### src/rtl/refchk_prio_enc.sv
// Lowest-set-bit priority encoder; an all-zero vector encodes as index 0.
module refchk_prio_enc #(
    parameter int unsigned W     = 30,
    parameter int unsigned IDX_W = 5
) (
    input  logic [W-1:0]     vec_i,
    output logic [IDX_W-1:0] idx_c
);

    // Scan downward so the lowest set bit is the last one written.
    always_comb begin
        idx_c = '0;
        for (int i = int'(W) - 1; i >= 0; i--) begin
            if (vec_i[i]) begin
                idx_c = IDX_W'(i);
            end
        end
    end

endmodule

### config.mk
export PLATFORM = sky130hd
export DESIGN_NAME = refchk_prio_enc
export DESIGN_NICKNAME = d
export VERILOG_FILES = /design/src/rtl/refchk_prio_enc.sv
export SDC_FILE = /design/constraint.sdc
export NUM_CORES = 1
export LEC_CHECK = 0
export BUFFER_PORTS_ARGS = -buffer_cell sky130_fd_sc_hd__buf_2
export CAP_MARGIN = 20
export CORE_AREA = 3 3 40 42
export DETAILED_ROUTE_END_ITERATION = 10
export DIE_AREA = 0 0 43 45
export PLACE_DENSITY = 0.66
export SYNTH_ARGS = -nofsm -noshare
export SYNTH_HDL_FRONTEND = slang
export SYNTH_SLANG_ARGS = --single-unit
export TNS_END_PERCENT = 10
### constraint.sdc
create_clock -name vclk -period 1.95
set_input_delay 0.585 -clock vclk [all_inputs]
set_output_delay 0.585 -clock vclk [all_outputs]
set_load 0.02 [all_outputs]
==> After elaboration in Yosys (flattened, before gate mapping) <==
Cells that the tools add are included.
{ "totals": {"register_bits": 0, "inputBits": 30, "output_inout_bits": 5, "elab_cells": 30} }
{ "op_classes": {"muxes": 30} }
{ "op_table": {"columns": ["operator", "count"], "rows": [
  ["$mux 5", 30]
]} }

==> Logic depth before layout (Yosys ltp) <==
{ "logic_depth": {"ltp_word": 30, "depth_mapped": 5, "ltp_nobuf": 5} }

==> Worst setup path after synthesis <==
OpenSTA, ideal clock, no wires.
{ "synth_path": {"kind": "input port to output port", "start": "in vec_i[16]", "end": "out idx_c[0]", "t_arrival_ns": 1.676, "required_time_ns": 1.365, "setup_slack_ns": -0.311, "stages": 4, "n_path_buf": 0, "path_cell_list": "or3_1 -> a211oi_2 -> o221ai_2 -> a221oi_2"} }
{ "synth_between": {"elab_chain_cells": 17} }
{ "synth_lines": {"columns": ["element", "line_no", "source"], "rows": [
  ["from (decl)", "6", "input logic [W-1:0] vec_i,"],
  ["$mux 5 (17 in a row)", "14", "if (vec_i[i]) begin"],
  ["to (decl)", "7", "output logic [IDX_W-1:0] idx_c"]
]} }
No other way between the ends.

==> Final worst setup path <==
Same ends and word-level chain as after synthesis.

==> results.md <==
* Post-synthesis instance total at 61
* Cell Rows at 13
* Detail-routed via count per cell at around 4.9
* Worst-Margin Slew at roughly 0.33 ns
* CP Class: input pin to output pin
* Initial Utilization at 27.5%
* Post-synth cell types at 24
* Hold Crit Start: vec_i[0]
* End of the worst hold path: idx_c[0]
* Max-Cap Viols at 0
* Outcome: finished, violations left
* Fin cells at 132
* First-pass GRT wire length at approximately 2500 um
* Critical path required time at approximately 1.4 ns
* Pleak at ~0.38 nW
* Worst path slowest cell: or3_4
* VDD IR max at between 0.08 and 0.09 mV
* Pins over their slew limit at 0
* Syn_nets at between 90 and 100
* Final Cycle Share at 123%
* Number of remaining DRC errors at 0
* Delay-heaviest family, CP: compound AO/OA/AOI/OAI gates
* Hold Worst Slack at 1.57 ns
* Final WL at 1530 um
* Postcts setup bufs at 0
* Multi-input logic area at a little over 400 sq um
* Clock buffer cells at 0
* Critical path arrival at 1.80 ns
* Endpoint type of the worst setup path: output pin
* Grt total ovfl at 0
* I/O Buffers at 35
* Placed Area at about 730 sq um
* # setup viols final at 5
* Initial antenna violation count at 0
* Antenna fix cells at 0
* Setup TNS at -1.50 ns
* Fin util at between 60% and 70%
* Core area at between 1000 and 1500 sq um
* Slew headroom at about 78%
* Worst hold-check path type: input pin to output pin
* Drt pass-1 iters at 4
* Area growth, synth to finish at 129%
* Final Hold Viols at 0
* Avg WL per Cell at between 10 and 15 um
* Pwr Total at about 0.14 mW
* Max Clk Rate at approximately 420 MHz
* Share of cells above drive strength 1 at around three fifths
* Placed Cells at ~130
* Unrepaired setup endpoints after global routing: true
* Worst path bufs/invs at 2
* Seq_cells at 0
* Synth Area per Inst at 5.78 sq um
* CP Cell Sequence: buf_6 > or3_4 > a211oi_2 > o221ai_2 > a221oi_4 > buf_6
* Die Area at 1940 sq um
* DR iter-0 viols at 4
* Synth warnings at 0
* Nets at around 150
* Largest net degree at the start of global routing at 5
* Register area share after synthesis at 0%
* Setup ws final at -0.440 ns
* Die extent in x at between 40 and 50 um
* Final instance area at a little over 800 sq um
* Hold Path Cell Cnt at 4
* Die span in y at 45 um
* Layout fillers at 129
* Cell Pwr Density at approximately 180 nW/um^2
* Number of global-route vias before repair at 627
* Critical Path Start Type: input pin
* Period minus WS final at between 2 and 2.5 ns
* Vias at about 650
* Pre-CTS WS at -0.496 ns
* FF/Latch Area at 0 sq um
* GPL Wtd Cong at 0.752
* GRT Total Usage at about 16%
* ANT nets after route at 0
* Failing checks: setup timing
* IO Pins at 35
* Critical Path Max Stage Delay at 0.37 ns
* Cell mode on critical path: buf_6
* Maximum fanout along the worst path at 3
* Cell Area, Synth at 353 sq um
* Post-DP HPWL at 1280 um
synthesized netlist by cell type:
cell,instances,area [sq um]
nand2_1,6,22.5
o21ai_1,2,10.0
a21oi_1,5,25.0
a221oi_2,1,15.0
a211oi_2,1,12.5
o21ai_0,3,15.0
o311ai_1,1,8.76
nor4_1,4,25.0
nor2_1,14,52.6
nand3_1,1,5.00
a31oi_1,2,12.5
nor3_1,5,25.0
nor4_2,1,12.5
nor2b_1,1,6.26
a311oi_1,1,8.76
or3_1,1,6.26
a2111oi_2,1,15.0
nor4b_2,1,15.0
inv_1,5,18.8
o221ai_2,1,15.0
nand2b_1,1,6.26
inv_2,1,3.75
a21boi_1,1,7.51
o41ai_1,1,8.76
timing repair:
item / 4_1_cts / 5_1_grt
pin swaps: 3 / 2
cloned: 0 / 0
endpoints found under the setup margin: 5 / 5
hold buffers: 0 / 0
resized for setup: 10 / 4
logic make-up (layout without fill, tap and decap cells):
kind of cell	Yosys count	in the layout	synth area share [%]
simple gates	35	35	50.0
compound gates	20	20	43.6
buf+inv	6	62	6.38
final cells by class:
cell class                 count  share of cell area (%)
timing repair buffer          56                    43.7
multi-input combinational     55                    51.2
inverter                       6                    2.79
tap                           15                    2.33
cell usage in the layout, fill, tap and decap left out, drive strengths merged, types with 2 or more instances in the layout:
master / instances
nor2: 14
a21oi: 5
nand2: 6
a31oi: 2
nor3: 5
nor4: 5
inv: 6
o21ai: 5
buf: 56
power breakdown:
part | internal, mW | switching (mW) | leakage, nW
logic | 0.0749 | 0.0689 | 0.376
registers | 0 | 0 | 0
clock network | 0 | 0 | 0
tightest hold or removal path: cells and delay by family:
family          cells  cell delay, ns
compound gates      1            0.04
buf+inv             3            0.36
worst max-delay path by stage:
stage | startpoint | endpoint | slack (ns) | depth (start not counted)
6_report | vec_i[16] | idx_c[0] | -0.44 | 6
5_1_grt | vec_i[16] | idx_c[0] | -0.52 | 6
4_1_cts | vec_i[16] | idx_c[0] | -0.47 | 6
3_5_place_dp | vec_i[16] | idx_c[0] | -0.50 | 6
3_3_place_gp | vec_i[16] | idx_c[0] | -0.46 | 6
2_1_floorplan | vec_i[16] | idx_c[0] | -0.22 | 4
routing by layer:
metal  track usage (%)  up-vias  wire (um)
li1                  -      345          -
met1              18.8      289        613
met2              33.2       18        821
met3             0.797        0         94
met4                 0        0          0
met5                 0        -          0
No activity file was read; power rests on OpenSTA's default activity.
